[src/rtl/key_pkg.sv]
// Shared types for the key conditioner: channel FSM encoding, per-channel event bundle,
// and a width helper used for elaboration-time counter sizing checks.
package key_pkg;

    typedef enum logic [1:0] {
        ST_IDLE    = 2'd0,
        ST_DEB_P   = 2'd1,
        ST_PRESSED = 2'd2,
        ST_DEB_R   = 2'd3
    } key_state_t;

    // 'release' is a language keyword, hence 'rel'
    typedef struct packed {
        logic level;
        logic press;
        logic rel;
        logic rpt;
    } key_evt_t;

    function automatic int clog2(input int value);
        int r;
        r = 0;
        while ((1 << r) < value) r++;
        return r;
    endfunction

endpackage

[src/rtl/key_channel.sv]
// One key: 2-flop synchroniser, debounce FSM with a shared counter, registered
// press/release/auto-repeat pulses and debounced level.
module key_channel
    import key_pkg::*;
#(
    parameter int DEB_CYCLES    = 4,
    parameter int HOLD_CYCLES   = 50,
    parameter int REPEAT_CYCLES = 20,
    parameter int CNT_W         = 20
) (
    input  logic     clk,
    input  logic     rst,
    input  logic     key_n,
    output key_evt_t evt
);

    localparam logic [CNT_W-1:0] DEB_LAST  = CNT_W'(DEB_CYCLES - 1);
    localparam logic [CNT_W-1:0] HOLD_LAST = CNT_W'(HOLD_CYCLES - 1);
    localparam logic [CNT_W-1:0] RPT_LAST  = CNT_W'(REPEAT_CYCLES - 1);

    logic [1:0]       sync;
    logic             s;
    key_state_t       state, state_nxt;
    logic [CNT_W-1:0] cnt, cnt_nxt;
    logic             rpt_phase, rpt_phase_nxt;
    key_evt_t         evt_nxt;

    // Reset to "released" so a key held through reset is seen as a fresh press
    always_ff @(posedge clk or posedge rst) begin
        if (rst) sync <= 2'b11;
        else     sync <= {sync[0], key_n};
    end

    assign s = ~sync[1];

    always_ff @(posedge clk or posedge rst) begin
        if (rst) begin
            state     <= ST_IDLE;
            cnt       <= '0;
            rpt_phase <= 1'b0;
            evt       <= '0;
        end else begin
            state     <= state_nxt;
            cnt       <= cnt_nxt;
            rpt_phase <= rpt_phase_nxt;
            evt       <= evt_nxt;
        end
    end

    always_comb begin
        state_nxt     = state;
        cnt_nxt       = cnt;
        rpt_phase_nxt = rpt_phase;
        evt_nxt       = '0;
        case (state)
            ST_IDLE: begin
                if (s) begin
                    state_nxt = ST_DEB_P;
                    cnt_nxt   = '0;
                end
            end
            ST_DEB_P: begin
                if (!s) begin
                    state_nxt = ST_IDLE;
                    cnt_nxt   = '0;
                end else if (cnt == DEB_LAST) begin
                    state_nxt     = ST_PRESSED;
                    cnt_nxt       = '0;
                    rpt_phase_nxt = 1'b0;
                    evt_nxt.press = 1'b1;
                end else begin
                    cnt_nxt = cnt + CNT_W'(1);
                end
            end
            ST_PRESSED: begin
                // A release edge wins over a repeat falling due on the same cycle
                if (!s) begin
                    state_nxt = ST_DEB_R;
                    cnt_nxt   = '0;
                end else if (cnt == (rpt_phase ? RPT_LAST : HOLD_LAST)) begin
                    evt_nxt.rpt   = 1'b1;
                    cnt_nxt       = '0;
                    rpt_phase_nxt = 1'b1;
                end else begin
                    cnt_nxt = cnt + CNT_W'(1);
                end
            end
            ST_DEB_R: begin
                if (s) begin
                    state_nxt     = ST_PRESSED;
                    cnt_nxt       = '0;
                    rpt_phase_nxt = 1'b0;
                end else if (cnt == DEB_LAST) begin
                    state_nxt   = ST_IDLE;
                    cnt_nxt     = '0;
                    evt_nxt.rel = 1'b1;
                end else begin
                    cnt_nxt = cnt + CNT_W'(1);
                end
            end
            default: begin
                state_nxt = ST_IDLE;
                cnt_nxt   = '0;
            end
        endcase
        evt_nxt.level = (state_nxt == ST_PRESSED) || (state_nxt == ST_DEB_R);
    end

endmodule

[src/rtl/key_conditioner.sv]
// Board key front-end: one independent key_channel per active-low KEY pin,
// outputs gathered into per-function vectors.
module key_conditioner
    import key_pkg::*;
#(
    parameter int N_KEYS        = 3,
    parameter int DEB_CYCLES    = 4,
    parameter int HOLD_CYCLES   = 50,
    parameter int REPEAT_CYCLES = 20,
    parameter int CNT_W         = 20
) (
    input  logic              CLOCK_50,
    input  logic              rst,
    input  logic [N_KEYS-1:0] KEY_N,
    output logic [N_KEYS-1:0] level_o,
    output logic [N_KEYS-1:0] press_o,
    output logic [N_KEYS-1:0] release_o,
    output logic [N_KEYS-1:0] rpt_o
);

    localparam int MAX_DH  = (DEB_CYCLES > HOLD_CYCLES) ? DEB_CYCLES : HOLD_CYCLES;
    localparam int MAX_CYC = (MAX_DH > REPEAT_CYCLES) ? MAX_DH : REPEAT_CYCLES;

    // Counters compare-and-reload below their terminal value, so this is the only sizing rule
    if (CNT_W < clog2(MAX_CYC + 1)) begin : g_cnt_w_check
        $error("key_conditioner: CNT_W too small for the configured cycle counts");
    end

    for (genvar i = 0; i < N_KEYS; i++) begin : g_ch
        key_evt_t evt;

        key_channel #(
            .DEB_CYCLES   (DEB_CYCLES),
            .HOLD_CYCLES  (HOLD_CYCLES),
            .REPEAT_CYCLES(REPEAT_CYCLES),
            .CNT_W        (CNT_W)
        ) u_ch (
            .clk  (CLOCK_50),
            .rst  (rst),
            .key_n(KEY_N[i]),
            .evt  (evt)
        );

        assign level_o[i]   = evt.level;
        assign press_o[i]   = evt.press;
        assign release_o[i] = evt.rel;
        assign rpt_o[i]     = evt.rpt;
    end

endmodule
[config.mk]
export PLATFORM = sky130hd
export DESIGN_NAME = key_conditioner
export DESIGN_NICKNAME = d
export VERILOG_FILES = /design/src/rtl/key_pkg.sv /design/src/rtl/key_channel.sv /design/src/rtl/key_conditioner.sv
export SDC_FILE = /design/constraint.sdc
export NUM_CORES = 1
export LEC_CHECK = 0
export ABC_AREA = 1
export CAP_MARGIN = 20
export CORE_ASPECT_RATIO = 0.75
export CORE_MARGIN = 2
export CORE_UTILIZATION = 30
export DETAILED_ROUTE_END_ITERATION = 8
export PLACE_DENSITY = 0.5
export SLEW_MARGIN = 25
export SYNTH_ARGS = -nofsm -noshare
export SYNTH_HDL_FRONTEND = slang
export SYNTH_SLANG_ARGS = --single-unit
[constraint.sdc]
create_clock -name CLOCK_50 -period 3.4 [get_ports CLOCK_50]
set_input_delay 0.68 -clock CLOCK_50 [delete_from_list [all_inputs] [get_ports CLOCK_50]]
set_output_delay 0.68 -clock CLOCK_50 [all_outputs]
set_load 0.03 [all_outputs]
==> impl_results.md, run 1 <==
* Syn nets at 790
* Die Y at 121 um
* CTS sink cnt at 87
* Core area at 0.0177 mm^2
* Hold path depth at 0
* Fin crit share at 0.608
* N_diodes at 0
* Pleak at 3.05 nW
* CP cell instances: clkdlybuf4s50_1
* CP Class: reg -> out
* Tmin final at 2.07 ns
* Hold EP: g_ch[0].u_ch.sync[1]
* Largest net degree at the start of global routing at between 40 and 50
* R2R cell count at 5
* Max Cap Viol at 0
* Utilization after layout at 0.347
* Syn avg cell area at roughly 7 um^2
* Status: completed
* Die ar. at 0.0193 mm^2
* Seq/Total Area, Yosys at 0.401
* Hold Crit Class: reg -> reg
* Vias/cell at 4.44
* Synth Instances at between 700 and 800
* Pwr Total at about 2.8 mW
* Cell Rows at 42
* Cell family with most CP delay: buffers and inverters
* Fmax at 0.484 GHz
* Ys Warns at 0
* Most area-consuming cells after synthesis: dfrtp_1, nand2_1, nor2_1
* Synth Register Bits at 87
* Final instance area at between 0.006 and 0.007 mm^2
* Setup_tns at 0 ns
* Fill cell count at 1921
* I/O Pins at 17
* Reg2reg end: g_ch[1].u_ch.cnt[9]
* Mapped cell area at 0.00545 mm^2
* Worst EP arrival at 1.39 ns
* Max-slew violation count at 0
* HPWL after DPL at 9120 um
* Post-DP Area at 0.00586 mm^2
* R2R Setup Slk at ~1.4 ns
* Post-cts sizing count at 0
* Global-route wire length before repair at 21700 um
* Clk_skew at 0.00759 ns
* Tightest Pin Transition at 0.734 ns
* Clock Pin Slew Worst Setup and Hold Paths at 0.06 ns
* Post-Route WL at 12500 um
* Most frequent cells in the layout: nand2_1, nor2_1, inv_1, dfrtp_1, nand4_1
* CTS Buf Count at 9
* Antenna violations before repair at 0
* CP required at ~2.7 ns
* Final Hold Fails at 0
* Root buf cell: clkbuf_16
* Multi-input gate area at 0.00278 mm^2
* FF-to-FF Start: g_ch[1].u_ch.sync[1]
* VDD IR max at between 0.2 and 0.25 mV
* Post-CTS setup buffer count at 0
* TritonCTS clock tree: done
* Buf/Inv on CP at 1
* Initial drt markers at 322
* Vias in the first global route at 4273
* Global Route Usage Sum at 0.142
* Crit path max fanout at 1
* Pwr dens at ~450 mW/mm^2
* Post-CTS Hold Fix Bufs at 0
* Later-pin clock latency in the skew report at 0.35 ns
* Die width at between 150 and 200 um
* CP Launch Type: flop
* Overflow after GRT at 0
* Initial core utilization at 0.308
* Top-area cell type share of the netlist area at 0.372
* Port bufs at 16
* Register area at 0.00218 mm^2
* Most common cell after layout, fill and taps aside: nand2_1
* Max clock buf depth at 2
* RSZ-0062 raised after global routing: false
* Fin Hold WS at 0.355 ns
* Fraction of layout cells with a size suffix above 1 at 0.0885
* Netlist cell types at 35
* Final GP Congestion at 0.810
* Critical path capture point type: primary output
* Drt first pass iters at 5
* Final nets at between 800 and 900
* DRC viols at 0
* H-Tree Depth at 3
* HP Start: g_ch[0].u_ch.sync[0]
* Slowest-stage cell, CP: clkdlybuf4s50_1
* CP peak stage delay at 0.67 ns
* P&R area growth vs syn at 12.8%
* Final setup fails at 0
* Via total after detailed routing at 4639
* Post-detailed-route wirelength per cell at 11.9 um
* Antenna Nets Post-Route at 0
* Slew headroom at 0.509
* Area leader, netlist: dfrtp_1
## flip-flops by register name, indices dropped and copies added (netlist names)
name	count
g_ch.u_ch.cnt	60
g_ch.u_ch.sync	6
g_ch.u_ch.rpt_phase	3
g_ch.u_ch.state	6
g_ch.u_ch.evt	12
## Yosys cell counts
library cell,number
nand2_4,2
and3_1,1
o21ai_0,16
nor3_2,1
nor3_4,2
inv_1,96
inv_2,2
a21oi_1,4
nand4_1,49
xor2_1,28
nor2_1,99
nand3b_1,3
nor2_4,5
nor4_1,3
dfstp_2,6
nand2_2,28
nor2_2,3
nor3_1,10
o21ai_1,1
nand2_1,272
ha_1,3
nand3_1,36
clkinv_1,1
o21bai_1,2
a21boi_0,1
nor3b_1,1
dfrtp_1,81
buf_6,4
and2_1,2
buf_2,6
xnor2_1,4
clkbuf_1,7
a22oi_1,1
buf_8,1
o21bai_2,1
## per-stage QoR
| stage | setup slack [ns] | instances |
|---|---|---|
| 4_1_cts | 1.28 | 1044 |
| 6_report | 1.33 | 1044 |
| 3_5_place_dp | 1.32 | 1028 |
| 3_3_place_gp | 1.41 | 1028 |
| 5_1_grt | 1.10 | 1044 |
| 2_1_floorplan | 0.480 | 782 |
## worst max path at each step
stage,startpoint,endpoint,slack (ns),cells after the start
2_1_floorplan,rst,g_ch[0].u_ch.cnt[0],0.48,1
3_3_place_gp,g_ch[1].u_ch.sync[1],g_ch[1].u_ch.cnt[5],1.41,5
3_5_place_dp,g_ch[1].u_ch.sync[1],g_ch[1].u_ch.cnt[9],1.32,5
4_1_cts,g_ch[0].u_ch.evt[3],level_o[0],1.28,1
5_1_grt,g_ch[1].u_ch.sync[1],g_ch[1].u_ch.cnt[0],1.10,5
6_report,g_ch[0].u_ch.evt[3],level_o[0],1.33,1
## cell type report
cell class	count	share of cell area
clock buffers	11	0.0379
clock inverters	5	0.00977
inverters	99	0.0608
multi-input cells	578	0.452
flip-flops and latches	87	0.355
well taps	242	0.0492
repair buffers	22	0.0354
## routing by layer
metal / vias to the layer above / global-route usage / part of all wire
met3: 7 / 0.0391 / 0.046
met1: 2072 / 0.210 / 0.54
met2: 85 / 0.200 / 0.40
met4: 0 / 0.0364 / 0.0075
li1: 2475 / - / -
met5: - / 0 / 0
## worst register-to-register path: stages, from the launching register on
cell and delay [ns]:
dfstp_2 0.66, inv_1 0.25, nor2_1 0.64, buf_4 0.31, nand2_1 0.07, nand2_1 0.06
## report_power, final
group          leakage (nW)  internal (mW)  switching (mW)  total (mW)
Combinational          1.73          0.166           0.385       0.551
Clock                 0.140          0.572           0.434        1.01
Sequential             1.18           1.12           0.102        1.22
## kinds of logic after synthesis
logic type | count (synthesis) | share of synthesized area
flops | 87 | 0.401
compound gates | 26 | 0.0269
xor+xnor | 32 | 0.0514
buf+inv | 117 | 0.0896
simple gates | 517 | 0.424
fa+ha+maj | 3 | 0.00689
(Power assumes the default switching activity.)
==> inputs of run 2 (changes only) <==
--- a/config.mk
+++ b/config.mk
@@ -11,7 +11,7 @@
 export CORE_MARGIN = 2
 export CORE_UTILIZATION = 30
 export DETAILED_ROUTE_END_ITERATION = 8
-export PLACE_DENSITY = 0.5
+export PLACE_DENSITY = 0.51
 export SLEW_MARGIN = 25
 export SYNTH_ARGS = -nofsm -noshare
 export SYNTH_HDL_FRONTEND = slang
==> constraint.sdc (replaced) <==
create_clock -name CLOCK_50 -period 1.81 [get_ports CLOCK_50]
set_input_delay 0.362 -clock CLOCK_50 [delete_from_list [all_inputs] [get_ports CLOCK_50]]
set_output_delay 0.362 -clock CLOCK_50 [all_outputs]
set_load 0.03 [all_outputs]
==> impl_results.md, run 2 (synthesis results as in run 1) <==
* CP peak stage delay at 0.68 ns
* FF-to-FF Start: g_ch[0].u_ch.cnt[1]
* Biggest regs: g_ch.u_ch.cnt x60, g_ch.u_ch.evt x12
* Later-pin clock latency in the skew report at 0.36 ns
* Via total after detailed routing at 4804
* CTS sink cnt at 87
* Cell Rows at 42
* Antenna violations before repair at 0
* Slew headroom at 0.694
* CP cell instances: clkdlybuf4s50_1
* Cell family with most CP delay: buffers and inverters
* CTS Buf Count at 9
* Fin crit share at 0.971
* CP required at 1.45 ns
* Die ar. at between 0.015 and 0.02 mm^2
* Crit path max fanout at 1
* Switching Fraction at 0.331
* Status: completed
* Final nets at 837
* Clock power frac at 0.361
* Slowest-stage cell, CP: clkdlybuf4s50_1
* N_diodes at 0
* Global Route Usage Sum at 0.147
* Fraction of layout cells with a size suffix above 1 at 0.135
* Fmax at 0.569 GHz
* Overflow after GRT at 0
* Post-CTS Hold Fix Bufs at 0
* Pwr dens at 844 mW/mm^2
* Final Hold Fails at 0
* Tightest Pin Transition at between 0.4 and 0.5 ns
* Max-slew violation count at 0
* Global-route wire length before repair at 22700 um
* Die width at 160 um
* Fin Hold WS at approximately 0.36 ns
* Hold Crit Class: reg -> reg
* Post-Route WL at 13000 um
* Setup_tns at 0 ns
* Most common cell after layout, fill and taps aside: nand2_1
* Critical path capture point type: primary output
* Crit path from: g_ch[1].u_ch.evt[2]
* HP Start: g_ch[2].u_ch.sync[0]
* Max clock buf depth at 2
* Sequential share of power at 0.414
* Pleak at 3.25 nW
* Max reg flops at 60
* HPWL after DPL at 9340 um
* H-Tree Depth at 3
* Port bufs at 16
* Final GP Congestion at 0.845
* Clock Pin Slew Worst Setup and Hold Paths at about 0.07 ns
* Post-detailed-route wirelength per cell at 12.1 um
* P&R area growth vs syn at 18.9%
* Max Cap Viol at 0
* VDD IR max at 0.356 mV
* Drt first pass iters at 5
* Buf/Inv on CP at 1
* Initial core utilization at 0.308
* Die Y at 121 um
* Core area at 0.0177 mm^2
* Antenna Nets Post-Route at 0
* Pwr Total at 5.47 mW
* I/O Pins at 17
* Int Pwr at 3.66 mW
* TritonCTS clock tree: done
* Biggest register: g_ch.u_ch.cnt
* DRC viols at 0
* CP Launch Type: flop
* Clk_skew at 0.0104 ns
* Vias in the first global route at ~4400
* Largest net degree at the start of global routing at 50
* Tmin final at 1.76 ns
* Vias/cell at ~4.5
* Initial drt markers at 407
* Root buf cell: clkbuf_16
* Logic gate share of total power at 0.225
* Most frequent cells in the layout: nand2_1, inv_1, nor2_1, dfrtp_1, nand4_1
* Worst EP arrival at 1.40 ns
* Final setup fails at 0
* Switch Pwr at 1.81 mW
* RSZ-0062 raised after global routing: false
* CP Class: reg -> out
[run 2: power groups by stage]
stage	registers (mW)	clock network [mW]	logic, mW
floorplan	2.31	0	0.767
detailed placement	2.29	0	1.19
finish	2.26	1.97	1.23
CTS	2.26	2.04	1.20
global placement	2.29	0	1.20
global route	2.29	2.12	1.38
[run 2: layout make-up]
type	instances	area, um^2
clock buffer	10	239
tap	242	303
clock inverter	6	68.8
timing repair buffer	54	498
inverter	99	375
sequential	87	2190
fill	1914	11200
multi-input combinational	578	2810
[run 2: final timing paths]
| kind | to | slack [ns] | cells after the start |
|---|---|---|---|
| max | press_o[1] | 0.05 | 1 |
| min reg2reg | g_ch[2].u_ch.sync[1] | 0.36 | 0 |
| min | g_ch[2].u_ch.sync[1] | 0.36 | 0 |
| max in group asynchronous | g_ch[2].u_ch.sync[0] | 1.07 | 3 |
| min in group asynchronous | g_ch[1].u_ch.cnt[5] | 0.44 | 3 |
| max reg2reg | g_ch[0].u_ch.cnt[16] | 0.16 | 9 |
[run 2: worst register-to-register path, delay by kind of cell (launching register included)]
kind	cells	cell delay, ns
buf+inv	2	0.24
flops	1	0.35
fa+ha+maj	1	0.23
simple gates	6	0.71
[run 2: stage by stage]
stage	util	setup WS, ns	instance area, um^2	cells
2_1_floorplan	-	0.282	5450	782
3_3_place_gp	0.344	0.145	6090	1054
3_5_place_dp	0.344	0.0581	6090	1054
4_1_cts	0.361	0.00604	6400	1070
5_1_grt	0.366	0.00322	6480	1076
6_report	0.366	0.0522	6480	1076
[run 2: routing by layer]
layer | track usage | up-vias | wire [um]
met5 | 0 | - | 0
met4 | 0.0438 | 0 | 170
met3 | 0.0367 | 15 | 540
met1 | 0.223 | 2172 | 7020
li1 | - | 2539 | -
met2 | 0.203 | 78 | 5270
[run 2: what timing repair did]
| item | in CTS | in global routing |
|---|---|---|
| buffers inserted | 0 | 6 |
| resized for setup | 0 | 11 |
| endpoints found under the setup margin | 0 | 21 |
